[src/rtl/demux_1_2_reg.sv]
// Registered 1-to-2 demultiplexer with per-output valid/ready holding slots.
// An accepted word is steered by sel into slot 0 or slot 1. The slot then
// presents the word until its consumer takes it.
// Optional build macro DEMUX_1_2_CNT_EN adds the saturating per-output
// accept counters cnt0 and cnt1.
module demux_1_2_reg #(
  parameter int unsigned WIDTH = 32
) (
  input  logic             clk,
  input  logic             rst,
  input  logic             enb,
  input  logic             in_valid,
  output logic             in_ready,
  input  logic             sel,
  input  logic [0:WIDTH-1] a,
  output logic             y0_valid,
  input  logic             y0_ready,
  output logic [0:WIDTH-1] y0,
  output logic             y1_valid,
  input  logic             y1_ready,
  output logic [0:WIDTH-1] y1
`ifdef DEMUX_1_2_CNT_EN
  ,
  output logic [15:0]      cnt0,
  output logic [15:0]      cnt1
`endif
);

  typedef enum logic {EMPTY = 1'b0, FULL = 1'b1} slot_t;

  slot_t            r_state0, r_state1;
  slot_t            w_next0,  w_next1;
  logic [0:WIDTH-1] r_y0, r_y1;
  logic             w_free0, w_free1;
  logic             w_acc0,  w_acc1;

  // A slot can take a word when it is empty or is being drained this cycle.
  // The ready path depends only on enb, sel and the targeted slot.
  always_comb begin
    w_free0  = (r_state0 == EMPTY) | y0_ready;
    w_free1  = (r_state1 == EMPTY) | y1_ready;
    in_ready = enb & (sel ? w_free1 : w_free0);
    w_acc0   = in_valid & in_ready & ~sel;
    w_acc1   = in_valid & in_ready &  sel;
  end

  // Slot state registers; reset empties both slots.
  always_ff @(posedge clk) begin
    if (rst) begin
      r_state0 <= EMPTY;
      r_state1 <= EMPTY;
    end else begin
      r_state0 <= w_next0;
      r_state1 <= w_next1;
    end
  end

  // Next state: an accept wins over a drain, so a slot that is drained and
  // reloaded in the same cycle stays FULL.
  always_comb begin
    w_next0 = r_state0;
    w_next1 = r_state1;
    if (w_acc0)
      w_next0 = FULL;
    else if ((r_state0 == FULL) && y0_ready)
      w_next0 = EMPTY;
    if (w_acc1)
      w_next1 = FULL;
    else if ((r_state1 == FULL) && y1_ready)
      w_next1 = EMPTY;
  end

  // Output decode: valid mirrors the slot state, and data comes straight
  // from the holding registers.
  always_comb begin
    y0_valid = (r_state0 == FULL);
    y1_valid = (r_state1 == FULL);
    y0       = r_y0;
    y1       = r_y1;
  end

  // Data holding registers load only on an accept and otherwise keep their
  // last value.
  always_ff @(posedge clk) begin
    if (rst) begin
      r_y0 <= '0;
      r_y1 <= '0;
    end else begin
      if (w_acc0) r_y0 <= a;
      if (w_acc1) r_y1 <= a;
    end
  end

`ifdef DEMUX_1_2_CNT_EN
  logic [15:0] r_cnt0, r_cnt1;

  // Saturating accept counters, one for each destination.
  always_ff @(posedge clk) begin
    if (rst) begin
      r_cnt0 <= '0;
      r_cnt1 <= '0;
    end else begin
      if (w_acc0 && (r_cnt0 != '1)) r_cnt0 <= r_cnt0 + 16'd1;
      if (w_acc1 && (r_cnt1 != '1)) r_cnt1 <= r_cnt1 + 16'd1;
    end
  end

  assign cnt0 = r_cnt0;
  assign cnt1 = r_cnt1;
`endif

endmodule

[config.mk]
export PLATFORM = sky130hd
export DESIGN_NAME = demux_1_2_reg
export DESIGN_NICKNAME = d
export VERILOG_FILES = /design/src/rtl/demux_1_2_reg.sv
export SDC_FILE = /design/constraint.sdc
export NUM_CORES = 1
export LEC_CHECK = 0
export BUFFER_PORTS_ARGS = -buffer_cell sky130_fd_sc_hd__buf_2
export CORE_AREA = 2 2 79 81
export DETAILED_ROUTE_END_ITERATION = 16
export DIE_AREA = 0 0 81 83
export GPL_TIMING_DRIVEN = 1
export PLACE_DENSITY = 0.74
export SKIP_LAST_GASP = 1
export SLEW_MARGIN = 30
export SYNTH_ARGS = -nofsm -noshare
export SYNTH_HDL_FRONTEND = slang
export SYNTH_SLANG_ARGS = --single-unit
[constraint.sdc]
create_clock -name clk -period 1.75 [get_ports clk]
set_input_delay 0.0875 -clock clk [delete_from_list [all_inputs] [get_ports clk]]
set_output_delay 0.0875 -clock clk [all_outputs]
set_load 0.005 [all_outputs]
Yosys cells after proc, flatten, opt, wreduce, memory -nomap -nowiden:

Index checks and enable logic that the tools add are counted.

* mux-type cells: 5
* bitwise operators: 9
* reduce and logical (&&, ||, !) cells: 4

Operators with widths (number)
* 2-to-1 mux 1 bit: 5
* bitwise AND 1 bit: 4
* nonzero test 2 bit: 2
* inverter 1 bit: 3
* logical AND 1 bit: 2
* OR 1 bit: 2

* flip-flop bits (word level): 66
* input port bits: 39

Logic depth before layout (Yosys ltp):

Gate-level depths: netlist of the first run.

* word-level depth: 7
* depth in mapped cells: 5

Worst setup path after synthesis of the first run:

OpenSTA, ideal clock, no wires.

* path kind: reg-to-reg
* from: register r_state0, in the netlist y0_valid
* to: register r_y0, in the netlist y0[1]
* arrival time: 1.158 ns
* data required time: 1.632 ns
* path slack: 0.474 ns
* cell stages (with the launch flop): 6
* period minus slack after synthesis: 1.276 ns
* path through: dfxtp_1 -> nor2b_4 -> or3_1 -> buf_6 -> buf_12 -> mux2i_1

* longest elaborated chain between the ends: 6

RTL lines
* from (decl): line 31 `slot_t r_state0, r_state1;`
* from (signal assigned): line 53 `r_state0 <= w_next0;`
* inverter 1 bit: line 40 `w_free0 = (r_state0 == EMPTY) | y0_ready;`
* OR 1 bit: line 40
* 2-to-1 mux 1 bit: line 42 `in_ready = enb & (sel ? w_free1 : w_free0);`
* bitwise AND 1 bit: line 42
* bitwise AND 1 bit (2 in a row): line 43 `w_acc0 = in_valid & in_ready & ~sel;`
* to (signal assigned): line 86 `r_y0 <= '0;`
* to (signal assigned): line 89 `if (w_acc0) r_y0 <= a;`
* to (decl): line 33 `logic [0:WIDTH-1] r_y0, r_y1;`

No other way between the ends.
A chain may end at the register's enable or synchronous reset.

Final worst setup path of the first run:

* from: register r_state0, in the netlist y0_valid
* to: output port in_ready

* longest elaborated chain between the ends: 4

RTL lines
* inverter 1 bit: line 40
* OR 1 bit: line 40
* 2-to-1 mux 1 bit: line 42
* bitwise AND 1 bit: line 42
* to (decl): line 13 `output logic in_ready,`

No other way between the ends.

==> flow_metrics.env, run 1 <==
export IMPL_status="finished clean"
export IMPL_r2r_slack_ns=0.48
export IMPL_ys_seq_area_frac=0.4787
export IMPL_routed_via_density=4.708
export IMPL_vdd_drop_max_mv=0.5255
export IMPL_cts_tree="built"
export IMPL_synth_ff_type="dfxtp_1"
export IMPL_wire_per_inst_um=12.80
export IMPL_worst_slack_ns=0.3503
export IMPL_clkLatencyLatePin_ns=0.32
export IMPL_place_congestion=0.7766
export IMPL_synth_top_area_cell="dfxtp_1"
export IMPL_leakage_uw=0.001757
export IMPL_fin_skew_ns=0.006005
export IMPL_hp_class="in2reg"
export IMPL_drt_first_pass_iters=4
export IMPL_grt_pass1_vias=2050
export IMPL_grt_max_degree=84
export IMPL_grtUsageTotal=0.1750
export IMPL_worstMarginPinSlew_ns=0.3336
export IMPL_hold_start="a[27]"
export IMPL_max_stage_delay_ns=0.34
export IMPL_timing_setup_tns_ns=0
export IMPL_final_setup_viol_count=0
export IMPL_grt_pass1_wl_um=9287
export IMPL_design_core_area_mm2=0.005816
export IMPL_synth_edf_count=0
export IMPL_yosysMostFrequentCell="nand2b_1"
export IMPL_clock_fmax_ghz=0.7145
export IMPL_syn_to_final_growth_pct=28.24
export IMPL_r2r_end="y0[8]"
export IMPL_hold_violations=0
export IMPL_crit_buf_inv=1
export IMPL_rr_worst_depth=4
export IMPL_die_w_um=81
export IMPL_clkTransAtPathRegs_ns=0.07
export IMPL_synthDistinctLibCells=18
export IMPL_min_period_ns=1.400
export IMPL_die_y_um=83
export IMPL_io_pins=106
export IMPL_drv_slew=0
export IMPL_die_area_mm2=0.006723
export IMPL_startpoint_type="flop"
export IMPL_holdBufCountCts=0
export IMPL_synth_common_cells="97 x nand2b_1, 66 x dfxtp_1, 64 x mux2i_1, 10 x clkbuf_1, 5 x buf_4"
export IMPL_final_instance_count_excl_fill=439
export IMPL_reg2reg_from="y0_valid"
export IMPL_post_cts_resized=0
export IMPL_fin_util=0.6086
export IMPL_drc=0
export IMPL_antenna_found_initial=0
export IMPL_ctsHtreeMaxLevel=3
export IMPL_netlist_instances=256
export IMPL_synth_area_leaders="dfxtp_1 48%, mux2i_1 23%, nand2b_1 22%, buf_4 1.4%, clkbuf_1 1.4%"
export IMPL_drive_above_1_share=0.3489
export IMPL_finalCritPeriodShare=0.7998
export IMPL_max_cap_viol_count=0
export IMPL_ys_warn_count=0
export IMPL_critical_path_class="reg2out"
export IMPL_ant_nets=0
export IMPL_required_ns=1.66
export IMPL_cp_slowest_cell="dfxtp_1"
export IMPL_async_flop_share=0
export IMPL_startpoint="y0_valid"
export IMPL_start_util=0.4746
export IMPL_crit_chain="or2b_2, o211a_1, buf_2"
export IMPL_post_place_ws_ns=0.4862
export IMPL_critical_path_top_delay_family="flip-flops"
export IMPL_max_clock_path_buffers=2
export IMPL_hold_path_end="y1[27]"
export IMPL_syn_nets=295
export IMPL_worstPathArrival_ns=1.31
export IMPL_synth_top_cell_area_share=0.4787
export IMPL_postCtsSetupBuffers=0
export IMPL_drt_initial_drc_count=62
export IMPL_cts_made_buffers=9
export IMPL_cts_sinks=66
export IMPL_worstHoldPathCells=3
export IMPL_dp_cells=423
export IMPL_hpwl_um=3846
export IMPL_fp_row_count=28
export IMPL_port_buffers=105
export IMPL_endpoint_kind="output port"
export IMPL_synth_area_per_cell_um2=10.78
export IMPL_netlist_area_mm2=0.002760
export IMPL_final_nets=398
export IMPL_powerDensity_mw_per_mm2=908.4
export IMPL_insertedDiodeCount=0
export IMPL_routed_wl_um=5621
export IMPL_slew_headroom=0.7776
export IMPL_root_buffer="clkbuf_8"
export IMPL_critPathMaxFanout=3
export IMPL_yosys_register_bits=66
export IMPL_grt_overflow_total=0
export IMPL_dr_total_vias=2067
export IMPL_grt_setup_unrepaired="false"
[layout by cell type, fill, tap and decap left out, drive strengths merged]
| cell | Yosys | final |
|---|---|---|
| a21oi | 2 | 2 |
| and4 | 1 | 1 |
| buf | 8 | 110 |
| bufinv | 0 | 1 |
| clkbuf | 10 | 15 |
| dfxtp | 66 | 66 |
| mux2i | 64 | 64 |
| nand2 | 1 | 1 |
| nand2b | 97 | 97 |
| nand3b | 1 | 1 |
| nand4 | 1 | 1 |
| nor2b | 1 | 1 |
| nor3 | 1 | 1 |
| o211a | 1 | 1 |
| or2b | 1 | 1 |
| or3 | 1 | 1 |
[worst register-to-register path, stage by stage, from the launching register on]
cell and delay [ns]:
dfxtp_1 0.32, nor2b_4 0.13, or3_1 0.33, buf_4 0.22, mux2i_1 0.15
[through the flow]
stage	area, um2	hold slack, ns	power, uW
after floorplan	2760	0.2634	1792
after global placement	3323	0.3716	1910
after detailed placement	3323	0.3847	1918
after CTS	3540	0.02658	3271
after global routing	3540	0.04119	3362
final	3540	0.04139	3215
[flip-flops by register name (all words and copies together) (netlist names)]
name / count
y1_valid: 1
y1: 32
y0: 32
y0_valid: 1
[report_power, final]
part | internal [uW] | switching [uW]
Combinational | 163 | 136
Clock | 816 | 518
Sequential | 1560 | 26.6
Total | 2530 | 681
[layer usage]
layer / share of wire / vias to the layer above / GRT usage
li1: - / 1046 / -
met1: 0.44 / 957 / 0.1989
met2: 0.49 / 56 / 0.3035
met3: 0.052 / 8 / 0.03913
met4: 0.016 / 0 / 0.08320
met5: 0 / - / 0
[cells by family (layout without fill, tap and decap cells)]
family / after synthesis / after routing / share of synthesized area
compound gates: 3 / 3 / 0.007253
buf+inv: 18 / 126 / 0.04035
flops: 66 / 66 / 0.4787
mux: 64 / 64 / 0.2321
simple gates: 105 / 105 / 0.2416
[layout make-up]
cell class / instances / area [um2]
fillers: 528 / 2276
multi-input cells: 172 / 1333
flip-flops and latches: 66 / 1321
repair buffers: 110 / 575.6
clock buffers: 15 / 186.4
well taps: 75 / 93.84
clock inverters: 1 / 30.03
[worst max-delay path by stage]
stage          endpoint  cells after the start
6_report       in_ready                      3
5_1_grt        in_ready                      3
4_1_cts        in_ready                      3
3_5_place_dp     y0[10]                      4
3_3_place_gp      y0[2]                      4
2_1_floorplan     y0[1]                      5
Power figures use the tool's default switching activity.
==> run 2, diff against run 1 <==
clock period = 1.35 ns   (was 1.75 ns; I/O delays follow)
==> flow_metrics.env, run 2 (synthesis results as in run 1) <==
export IMPL_status="finished clean"
export IMPL_fin_util=0.6192
export IMPL_crit_buf_inv=1
export IMPL_die_w_um=81
export IMPL_cts_made_buffers=9
export IMPL_finalCritPeriodShare=0.9731
export IMPL_endpoint_kind="output port"
export IMPL_die_area_mm2=0.006723
export IMPL_slew_headroom=0.7833
export IMPL_r2r_end="y0[4]"
export IMPL_power_switching_uw=940.9
export IMPL_timing_setup_tns_ns=0
export IMPL_antenna_found_initial=0
export IMPL_required_ns=1.28
export IMPL_clkLatencyLatePin_ns=0.33
export IMPL_hpwl_um=3946
export IMPL_leakage_uw=0.001782
export IMPL_seqCellArea_mm2=0.001323
export IMPL_layout_commonest_cell="buf_2"
export IMPL_drt_first_pass_iters=4
export IMPL_wire_per_inst_um=13.01
export IMPL_ant_nets=0
export IMPL_drt_initial_drc_count=63
export IMPL_hold_path_end="y0[10]"
export IMPL_cts_sinks=66
export IMPL_hp_class="in2reg"
export IMPL_root_buffer="clkbuf_8"
export IMPL_multi_input_area_mm2=0.001335
export IMPL_seq_power_share=0.496
export IMPL_start_util=0.4746
export IMPL_grt_max_degree=44
export IMPL_grtUsageTotal=0.1816
export IMPL_routed_wl_um=5723
export IMPL_postCtsSetupBuffers=0
export IMPL_final_setup_viol_count=0
export IMPL_port_buffers=105
export IMPL_place_congestion=0.7550
export IMPL_cts_tree="built"
export IMPL_insertedDiodeCount=0
export IMPL_design_core_area_mm2=0.005816
export IMPL_grt_setup_unrepaired="true"
export IMPL_io_pins=106
export IMPL_worstMarginPinSlew_ns=0.3251
export IMPL_nFillCells=505
export IMPL_die_y_um=83
export IMPL_syn_to_final_growth_pct=30.46
export IMPL_drv_slew=0
export IMPL_dr_total_vias=2065
export IMPL_min_period_ns=1.314
export IMPL_max_stage_delay_ns=0.34
export IMPL_rr_worst_depth=4
export IMPL_max_cap_viol_count=0
export IMPL_crit_chain="or2b_4, o211a_1, buf_2"
export IMPL_worstHoldPathCells=3
export IMPL_dp_cells=424
export IMPL_max_clock_path_buffers=2
export IMPL_p_comb_frac=0.099
export IMPL_worstPathArrival_ns=1.25
export IMPL_hold_violations=0
export IMPL_grt_pass1_vias=2070
export IMPL_vdd_drop_max_mv=0.6963
export IMPL_clock_fmax_ghz=0.7613
export IMPL_layout_common_cells="105 x buf_2, 97 x nand2b_1, 65 x dfxtp_1, 64 x mux2i_1, 11 x clkbuf_8"
export IMPL_powerDensity_mw_per_mm2=1147
export IMPL_reg2reg_from="y0_valid"
export IMPL_ctsHtreeMaxLevel=3
export IMPL_hold_start="a[10]"
export IMPL_critical_path_top_delay_family="flip-flops"
export IMPL_r2r_slack_ns=0.08
export IMPL_drive_above_1_share=0.3589
export IMPL_critical_path_class="reg2out"
export IMPL_fp_row_count=28
export IMPL_critPathMaxFanout=3
export IMPL_fin_skew_ns=0.009403
export IMPL_final_nets=399
export IMPL_final_instance_count_excl_fill=440
export IMPL_startpoint_type="flop"
export IMPL_drc=0
export IMPL_clkTransAtPathRegs_ns=0.07
export IMPL_grt_overflow_total=0
export IMPL_p_clk_frac=0.404
export IMPL_switching_share=0.2278
export IMPL_routed_via_density=4.693
export IMPL_cp_slowest_cell="dfxtp_2"
export IMPL_grt_pass1_wl_um=9542
export IMPL_intPower_uw=3189
run 2: cell types whose count changed in the layout (fill, tap and decap cells not counted):
cell / before / now
or2b_4: 0 / 1
clkinv_2: 0 / 3
clkbuf_1: 2 / 0
buf_4: 4 / 0
clkbuf_8: 13 / 11
dfxtp_1: 66 / 65
buf_12: 1 / 6
or2b_2: 1 / 0
clkinvlp_4: 0 / 1
dfxtp_2: 0 / 1
run 2: metal layers:
metal | track usage | vias to the layer above | share of wire
met5 | 0 | - | 0
met3 | 0.04348 | 10 | 0.049
met4 | 0.08937 | 0 | 0.021
met2 | 0.2990 | 57 | 0.49
li1 | - | 1047 | -
met1 | 0.2174 | 951 | 0.44
run 2: tightest hold or removal path: cells and delay by family:
family	cells	cell delay (ns)
buf+inv	1	0.10
mux	1	0.06
simple gates	1	0.07
run 2: per-stage QoR:
| step | setup WS, ns | total power [uW] | cell area [um2] | hold WS, ns |
|---|---|---|---|---|
| floorplan | 0.07400 | 2323 | 2760 | 0.2313 |
| global placement | 0.1379 | 2500 | 3393 | 0.3497 |
| detailed placement | 0.08051 | 2509 | 3393 | 0.3637 |
| CTS | 0.02212 | 4168 | 3601 | 0.006616 |
| global route | -0.01467 | 4306 | 3601 | 0.01738 |
| finish | 0.03638 | 4130 | 3601 | 0.02060 |
run 2: timing repair:
item,4_1_cts,5_1_grt
endpoints found under the setup margin,1,1
hold buffers,0,0
resized for setup,2,0
run 2: layout make-up:
cell class,count,area share
repair buffers,111,0.1793
clock inverters,5,0.01459
flip-flops and latches,66,0.3673
well taps,75,0.02606
clock buffers,11,0.04204
multi-input cells,172,0.3707
run 2: how the worst max path moves through the flow:
stage / start / endpoint / cells past startpoint
after floorplan: y0_valid / y0[1] / 5
after global placement: y0_valid / y0[2] / 4
after detailed placement: y0_valid / y0[4] / 4
after CTS: y0_valid / in_ready / 3
after global routing: y0_valid / in_ready / 3
final: y0_valid / in_ready / 3
run 2: power groups by stage:
stage | clock network [uW] | logic [uW] | registers [uW]
floorplan | 0 | 223 | 2100
global placement | 0 | 408 | 2090
CTS | 1700 | 418 | 2050
global route | 1790 | 454 | 2060
finish | 1670 | 410 | 2050
detailed placement | 0 | 415 | 2090
